## config.mk

```make
export PLATFORM = sky130hd
export DESIGN_NAME = mont_mul_ctrl_flat
export DESIGN_NICKNAME = d
export VERILOG_FILES = /design/src/rtl/mont_mul_ctrl_if.sv /design/src/rtl/mont_mul_ctrl.sv /design/src/flat_wrapper.sv
export SDC_FILE = /design/constraint.sdc
export NUM_CORES = 2
export LEC_CHECK = 0
export BUFFER_PORTS_ARGS = -buffer_cell sky130_fd_sc_hd__clkbuf_2
export CORE_ASPECT_RATIO = 0.5
export CORE_MARGIN = 5
export CORE_UTILIZATION = 42
export DETAILED_ROUTE_END_ITERATION = 8
export HOLD_SLACK_MARGIN = 0.08
export SKIP_LAST_GASP = 1
export SYNTH_ARGS = -nofsm -noshare
export SYNTH_HDL_FRONTEND = slang
export SYNTH_SLANG_ARGS = --single-unit
```

## constraint.sdc

```tcl
create_clock -name clk -period 7.98 [get_ports clk]
set_clock_uncertainty 0.15 [all_clocks]
set_input_delay 1.197 -clock clk [delete_from_list [all_inputs] [get_ports clk]]
set_output_delay 1.197 -clock clk [all_outputs]
set_load 0.05 [all_outputs]
```

## src/rtl/mont_mul_ctrl_if.sv

```systemverilog
// Request/response bundle between the scheduler and the Montgomery multiplier sequencer.
// The scheduler holds the master modport and the sequencer holds the slave modport.
interface mont_mul_ctrl_if;
   logic         start;
   logic [255:0] a_in;
   logic [255:0] b_in;
   logic [255:0] m_in;
   logic         busy;
   logic         done;
   logic         err;
   logic [255:0] result;

   modport master (
      output start, a_in, b_in, m_in,
      input  busy, done, err, result
   );

   modport slave (
      input  start, a_in, b_in, m_in,
      output busy, done, err, result
   );
endinterface

```

## src/rtl/mont_mul_ctrl.sv

```systemverilog
// Radix-2 Montgomery multiplier sequencer: 256 add-and-halve passes and one
// conditional subtract, all through a single three-operand adder.
module csa_256 (
   input  logic [255:0] a,
   input  logic [255:0] b,
   input  logic [255:0] c,
   output logic [256:0] sum,
   output logic         cout
);
   logic [257:0] full;

   assign full = {2'b00, a} + {2'b00, b} + {2'b00, c};
   assign sum  = full[256:0];
   assign cout = full[257];
endmodule

module mont_mul_ctrl (
   input  logic           clk,
   input  logic           rst_n,
   mont_mul_ctrl_if.slave bus
);
   localparam int N = 256;

   typedef enum logic [2:0] {
      S_IDLE,
      S_ITER,
      S_CORR,
      S_ERR,
      S_DONE
   } state_t;

   state_t       state_q;
   logic [N-1:0] a_q, b_q, m_q, r_q, result_q;
   logic [7:0]   cnt_q;
   logic         busy_q, done_q, err_q;

   logic [N-1:0] add_a, add_b, add_c;
   logic [N:0]   add_sum;
   logic         cout_unused;
   logic         ai, qi, m_ok;

   assign m_ok = bus.m_in[0] & ~bus.m_in[N-1];

   // The adder is shared: CORR computes R + ~M + 1 = R - M + 2^256, so sum[N] flags R >= M.
   always_comb begin
      ai    = a_q[cnt_q];
      qi    = r_q[0] ^ (ai & b_q[0]);
      add_a = r_q;
      add_b = '0;
      add_c = '0;
      if (state_q == S_CORR) begin
         add_b = ~m_q;
         add_c = {{(N-1){1'b0}}, 1'b1};
      end else begin
         add_b = ai ? b_q : '0;
         add_c = qi ? m_q : '0;
      end
   end

   csa_256 u_adder (
      .a    (add_a),
      .b    (add_b),
      .c    (add_c),
      .sum  (add_sum),
      .cout (cout_unused)
   );

   always_ff @(posedge clk or negedge rst_n) begin
      if (!rst_n) begin
         state_q  <= S_IDLE;
         a_q      <= '0;
         b_q      <= '0;
         m_q      <= '0;
         r_q      <= '0;
         result_q <= '0;
         cnt_q    <= '0;
         busy_q   <= 1'b0;
         done_q   <= 1'b0;
         err_q    <= 1'b0;
      end else begin
         done_q <= 1'b0;
         err_q  <= 1'b0;
         case (state_q)
            S_IDLE: begin
               if (bus.start) begin
                  busy_q <= 1'b1;
                  if (m_ok) begin
                     a_q     <= bus.a_in;
                     b_q     <= bus.b_in;
                     m_q     <= bus.m_in;
                     r_q     <= '0;
                     cnt_q   <= '0;
                     state_q <= S_ITER;
                  end else begin
                     state_q <= S_ERR;
                  end
               end
            end
            S_ITER: begin
               // The sum is always even here, so dropping bit 0 is an exact halving.
               r_q   <= add_sum[N:1];
               cnt_q <= cnt_q + 8'd1;
               if (cnt_q == 8'd255) begin
                  state_q <= S_CORR;
               end
            end
            S_CORR: begin
               result_q <= add_sum[N] ? add_sum[N-1:0] : r_q;
               busy_q   <= 1'b0;
               done_q   <= 1'b1;
               state_q  <= S_DONE;
            end
            S_ERR: begin
               result_q <= '0;
               busy_q   <= 1'b0;
               done_q   <= 1'b1;
               err_q    <= 1'b1;
               state_q  <= S_DONE;
            end
            S_DONE: begin
               state_q <= S_IDLE;
            end
            default: begin
               state_q <= S_IDLE;
            end
         endcase
      end
   end

   assign bus.busy   = busy_q;
   assign bus.done   = done_q;
   assign bus.err    = err_q;
   assign bus.result = result_q;
endmodule
```

## src/flat_wrapper.sv

```systemverilog
// flat-port wrapper written by rule: the top's interface ports become plain ports
module mont_mul_ctrl_flat 
  (clk, rst_n, bus_start, bus_a_in, bus_b_in, bus_m_in, bus_busy, bus_done, bus_err, bus_result);
  mont_mul_ctrl_if bus_i ();
  input  logic clk;
  input  logic rst_n;
  input wire logic [$bits(bus_i.start)-1:0] bus_start;
  input wire logic [$bits(bus_i.a_in)-1:0] bus_a_in;
  input wire logic [$bits(bus_i.b_in)-1:0] bus_b_in;
  input wire logic [$bits(bus_i.m_in)-1:0] bus_m_in;
  output wire logic [$bits(bus_i.busy)-1:0] bus_busy;
  output wire logic [$bits(bus_i.done)-1:0] bus_done;
  output wire logic [$bits(bus_i.err)-1:0] bus_err;
  output wire logic [$bits(bus_i.result)-1:0] bus_result;
  assign bus_i.start = bus_start;
  assign bus_i.a_in = bus_a_in;
  assign bus_i.b_in = bus_b_in;
  assign bus_i.m_in = bus_m_in;
  assign bus_busy = bus_i.busy;
  assign bus_done = bus_i.done;
  assign bus_err = bus_i.err;
  assign bus_result = bus_i.result;
  mont_mul_ctrl u_core (.clk(clk), .rst_n(rst_n), .bus(bus_i));
endmodule
```

# == Word level (Yosys, flattened, before mapping) ==
# Cells that the tools add are included.
# classes
add_sub_neg,3
magnitude_cmp,1
eq_ne,7
muxes,22
n_bitwise,5
n_reduce_logical,9
# ops
op,count
two-way mux 256 bit,7
case mux 256 bit (2 select lines),2
adder 256 x 256 -> 257 bit,1
adder 257 x 256 -> 257 bit,1
inverter 256 bit,1
two-way mux 8 bit,2
case mux 8 bit (2 select lines),1
"less-than comparator 8 x 9 -> 1 bit, second input constant",1
case mux 3 bit (3 select lines),1
"adder 8 x 1 -> 8 bit, second input constant",1
binary-select mux 1 bit (select 8 bit),1
"== test 8 bit, second input constant",1
"== test 3 x 2 -> 1 bit, second input constant",2
two-way mux 3 bit,2
AND reduction 3 bit,2
nonzero test 2 bit,3
two-way mux 1 bit,4
"!= test 2 x 1 -> 1 bit, second input constant",2
AND reduction 2 bit,2
"== test 3 x 1 -> 1 bit, second input constant",1
logical NOT 3 bit,1
bitwise AND 1 bit,2
two-way mux 2 bit,1
"!= test 2 bit, second input constant",1
4 further kinds,4
# word_totals
reg_bits,1294
in_bits,771
word_cells,57

# == Longest topological paths before layout ==
# logic_depth
word_depth,9
depth_mapped,37
depth_no_buf,30

# == Hierarchy ==
# A second synthesis with hierarchy kept.
# hier_totals
hier_cells,10270
hier_area_um2,86022.5
# by_module_without_submodules
mod,n_inst,cells_each,area_each_um2,seq_area_each_um2
mont_mul_ctrl,1,6958,61913.1,32381.1
csa_256,1,3312,24109.4,0.0

# == Least setup slack after synthesis ==
# Ideal clock, no wire load.
# synth_timing
kind,reg2reg
start,reg u_core.cnt_q[0]
end,reg u_core.result_q[10] (netlist: u_core.bus.result[10])
t_arrival_ns,7.945
required_time_ns,7.698
path_slack_ns,-0.247
stages_incl_launch_ff,37
path_buffers,10
synth_period_minus_slack_ns,8.227
cell_sequence,dfrtp_1 > buf_2 > buf_4 > buf_4 > buf_2 > mux4_2 > mux2i_1 > a21oi_1 > mux4_2 > a211oi_1 > a41oi_1 > nand2_1 > xnor2_1 > and2_1 > buf_2 > buf_2 > buf_2 > nand2_1 > fa_1 > inv_1 > ha_1 > clkbuf_1 > nand4_1 > or4_1 > or4_4 > or4_1 > o221ai_1 > a21oi_1 > o211a_2 > o21bai_4 > a31o_2 > xnor2_1 > buf_2 > clkbuf_1 > nor2_1 > a21oi_1 > o21ai_1
# synth_via
elab_chain_len,9
# synth_lines
element,line_no,rtl
from (decl),mont_mul_ctrl.sv:34,logic [7:0] cnt_q;
from (signal assigned),mont_mul_ctrl.sv:102,cnt_q <= cnt_q + 8'd1;
binary-select mux 1 bit (select 8 bit) *,mont_mul_ctrl.sv:46,ai = a_q[cnt_q];
two-way mux 1 bit (implied by the code) *,mont_mul_ctrl.sv:46,
"parallel branches: the longest is 4 deep, another holds adder 256 x 256 -> 257 bit",-,
adder 257 x 256 -> 257 bit *,mont_mul_ctrl.sv:12,"assign full = {2'b00, a} + {2'b00, b} + {2'b00, c};"
two-way mux 256 bit *,mont_mul_ctrl.sv:108,result_q <= add_sum[N] ? add_sum[N-1:0] : r_q;
case mux 256 bit (2 select lines) *,mont_mul_ctrl.sv:83,case (state_q)
to (signal assigned),mont_mul_ctrl.sv:108,
to (decl),mont_mul_ctrl.sv:33,"logic [N-1:0] a_q, b_q, m_q, r_q, result_q;"
# Every way passes the cells marked *. The select of a mux whose other input is x is not followed.
# A chain may end at the register's enable or synchronous reset.

# == Worst setup path after layout ==
# layout_timing
start,reg u_core.cnt_q[0]
end,reg u_core.result_q[252] (netlist: u_core.bus.result[252])
# Same word-level chain as after synthesis.

==> results.py <==
metrics = {
    "sta": {
        "fin_crit_sh_pct": 115,
        "rsz0062_at_grt": "true",
        "final_max_slew_viol_count": 0,
        "setup_ws_ns": -1.20,
        "setup_violations": 402,
        "finalHoldViolCount": 0,
        "holdWs_ns": 0.161,
        "clock.fmax_mhz": 109,
        "relSlewSlack_pct": 19.8,
        "finalCriticalPeriod_ns": 9.18,
        "tightest_slew_ns": 1.20,
    },
    "setup_path": {
        "crit_top_cell": "buf_4",
        "cp-start-kind": "flip-flop",
        "crit_type": "reg2reg",
        "required_ns": 8.54,
        "rr_startpoint": "u_core.cnt_q[0]$_DFFE_PN0P_",
        "setup.worst_path.start": "u_core.cnt_q[0]$_DFFE_PN0P_",
        "crit_path_end_kind": "flip-flop",
        "crit_path_top_delay_cell": "mux4_2",
        "slowest_delay_ns": 0.56,
        "crit_path_max_fanout": 7,
        "arrival_ns": 9.74,
        "r2r_cells": 39,
    },
    "synth": {
        "synthFlopType": "dfrtp_1",
        "ys_types": 82,
        "synth_enable_flop_cells": 0,
        "yosys-top-cells-area": "dfrtp_1, nand2_1, fa_1, a21oi_1, ha_1",
        "ys_ff_latch": 1294,
        "yosysWarnings": 0,
        "syn_area_per_cell_um2": 7.79,
        "synthArstFlopShare_pct": 100,
        "yosysSeqAreaShare_pct": 39.3,
        "postSynthCellCount": 10600,
        "synth_top_area_share_pct": 39.3,
        "syn_nets": 11900,
        "netlist_area_um2": 82500,
        "synth_top_area_cell": "dfrtp_1",
    },
    "drt": {
        "vias": 85300,
        "dr.pass1.iters": 6,
        "drc": 0,
        "final_antenna_net_count": 0,
        "first_iter_violations": 8051,
        "via_per_inst": 5.40,
        "drt-total-wl_um": 355000,
        "avgRoutedWirePerCell_um": 22.4,
    },
    "die": {
        "fp.dieH_um": 323,
        "core_um2": 196000,
        "die-area_um2": 206000,
        "initial_utilization_pct": 42.1,
        "die_w_um": 637,
        "rows": 115,
        "io_pins": 1030,
    },
    "placement": {
        "port_buffers": 1029,
        "dpl.hpwl_um": 261000,
        "gp_congestion": 1.01,
        "post-place-ws_ns": -2.50,
    },
    "cts": {
        "clock_latency_ns": 0.83,
        "cts_root_buf": "clkbuf_16",
        "h-tree-depth": 3,
        "cts.clk_slew.worst_paths_ns": 0.07,
        "cts_tree": "yes",
        "clk_path_buf_depth": 3,
        "cts_buffers": 121,
        "clkSinkCount": 1294,
    },
    "global_routing": {
        "antenna_found_initial": 20,
        "gr-total-overflow": 0,
        "grt_pass1_vias": 83800,
        "grt_pass1_wl_um": 520000,
        "grt_max_degree": 220,
        "track_usage_pct": 33.0,
    },
    "final_layout": {
        "nets": 14300,
        "drive_gt1_share_pct": 30.0,
        "layout_commonest_cell": "nand2_1",
        "layout_common_cells": "nand2_1, buf_4, dfrtp_1, clkbuf_2, inv_1",
        "area_growth_pct": 38.7,
    },
    "min_path": {
        "min_path_type": "in2async",
    },
    "run_status": {
        "status": "finished with violations",
        "violations": "negative setup slack",
    },
    "run": {
        "drv_cap": 0,
    },
}
[cell families (layout without fill, tap and decap cells)]
kind of cell / after synthesis / after routing / share of synthesized area, %
AOI/OAI and AO/OA: 2230 / 2230 / 15.8
xor gates and xnor gates: 260 / 260 / 2.77
adders and majority gates: 513 / 513 / 10.1
buffers and inverters: 1485 / 4061 / 6.98
DFF: 1294 / 1294 / 39.3
muxes: 89 / 89 / 2.24
other: 0 / 18 / 0
and+or+nand+nor: 4709 / 4709 / 22.8
[state kept, by name (all words and copies together) (netlist names)]
register / cells
u_core.a_q: 256
u_core.add_a: 256
u_core.b_q: 256
u_core.bus.busy: 1
u_core.bus.done: 1
u_core.bus.err: 1
u_core.bus.result: 256
u_core.cnt_q: 8
u_core.m_q: 256
u_core.state_q: 3
[final cells by class]
cell class	count	area, um^2
diodes	18	45.0
well taps	2632	3290
fillers	18200	81600
flip-flops and latches	1294	32400
inverters	838	3150
clock buffers	155	3370
multi-input cells	7801	48300
clock inverters	74	1000
repair buffers	2994	22800
[cells in the mapped netlist, types with 9 or more instances]
master,count
a211oi_1,26
a21boi_0,16
a21o_1,78
a21oi_1,701
a221oi_1,11
a22oi_1,10
a31oi_1,298
a32oi_1,32
a41oi_1,9
and2_1,13
and3_1,14
buf_1,23
buf_2,77
buf_4,16
clkbuf_1,528
dfrtp_1,1294
fa_1,257
ha_1,256
inv_1,838
mux2i_1,9
mux4_2,76
nand2_1,3412
nand2b_1,28
nand3_1,101
nand4_1,176
nor2_1,780
nor2b_1,22
nor3_1,71
nor4_1,29
o211ai_1,18
o21a_1,46
o21ai_0,525
o21ai_1,184
o21bai_1,91
o221ai_1,14
o22ai_1,36
o311ai_0,16
o31ai_1,54
or2_2,12
or3_1,16
or4_1,11
xnor2_1,160
xor2_1,99
[per-layer routing]
layer / up-vias / share of wire (%) / routed length [um] / GRT usage [%]
met2: 2954 / 46 / 164000 / 53.4
met3: 595 / 6.6 / 23400 / 4.36
met4: 0 / 4.5 / 16100 / 12.9
met1: 41900 / 43 / 151000 / 45.3
met5: - / 0 / 0 / 0
li1: 39800 / - / - / -
[path summary, 6_finish.rpt]
path                                                 endpoint  slack (ns)
min in group clk                   u_core.a_q[84]$_DFFE_PN0P_        0.32
min reg2reg                        u_core.a_q[84]$_DFFE_PN0P_        0.32
max in group asynchronous          u_core.m_q[85]$_DFFE_PN0P_        5.41
min                               u_core.a_q[116]$_DFFE_PN0P_        0.16
max reg2reg                u_core.bus.result[252]$_DFFE_PN0N_       -1.20
max                        u_core.bus.result[252]$_DFFE_PN0N_       -1.20
[critical path: cells and delay by family (launching register included)]
| family | cells | cell delay (ns) |
|---|---|---|
| AND/OR/NAND/NOR | 12 | 2.77 |
| buffers and inverters | 12 | 1.63 |
| multiplexers | 3 | 1.57 |
| AO/OA/AOI/OAI | 8 | 1.30 |
| adder cells (fa/ha/maj) | 2 | 0.82 |
| flip-flops | 1 | 0.50 |
| XOR/XNOR | 2 | 0.27 |
[per-stage QoR]
step	std cells	util (%)	setup TNS (ns)	area, um^2
after floorplan	10600	-	0	82500
after global placement	15300	52.1	-875.99	102000
after detailed placement	15300	52.1	-656.47	102000
after CTS	15700	56.9	-339.21	111000
after global routing	15800	58.3	-428.44	114000
final	15800	58.3	-343.64	114000
[timing repair]
action,4_1_cts,5_1_grt
resized for setup,541,590
hold buffers,0,0
cloned,64,14
setup endpoints to repair,426,462
setup buffers,112,77
pin swaps,129,210
Power is not shown: default switching activity piles up to over one toggle a cycle in this logic, so the estimate is an artifact.
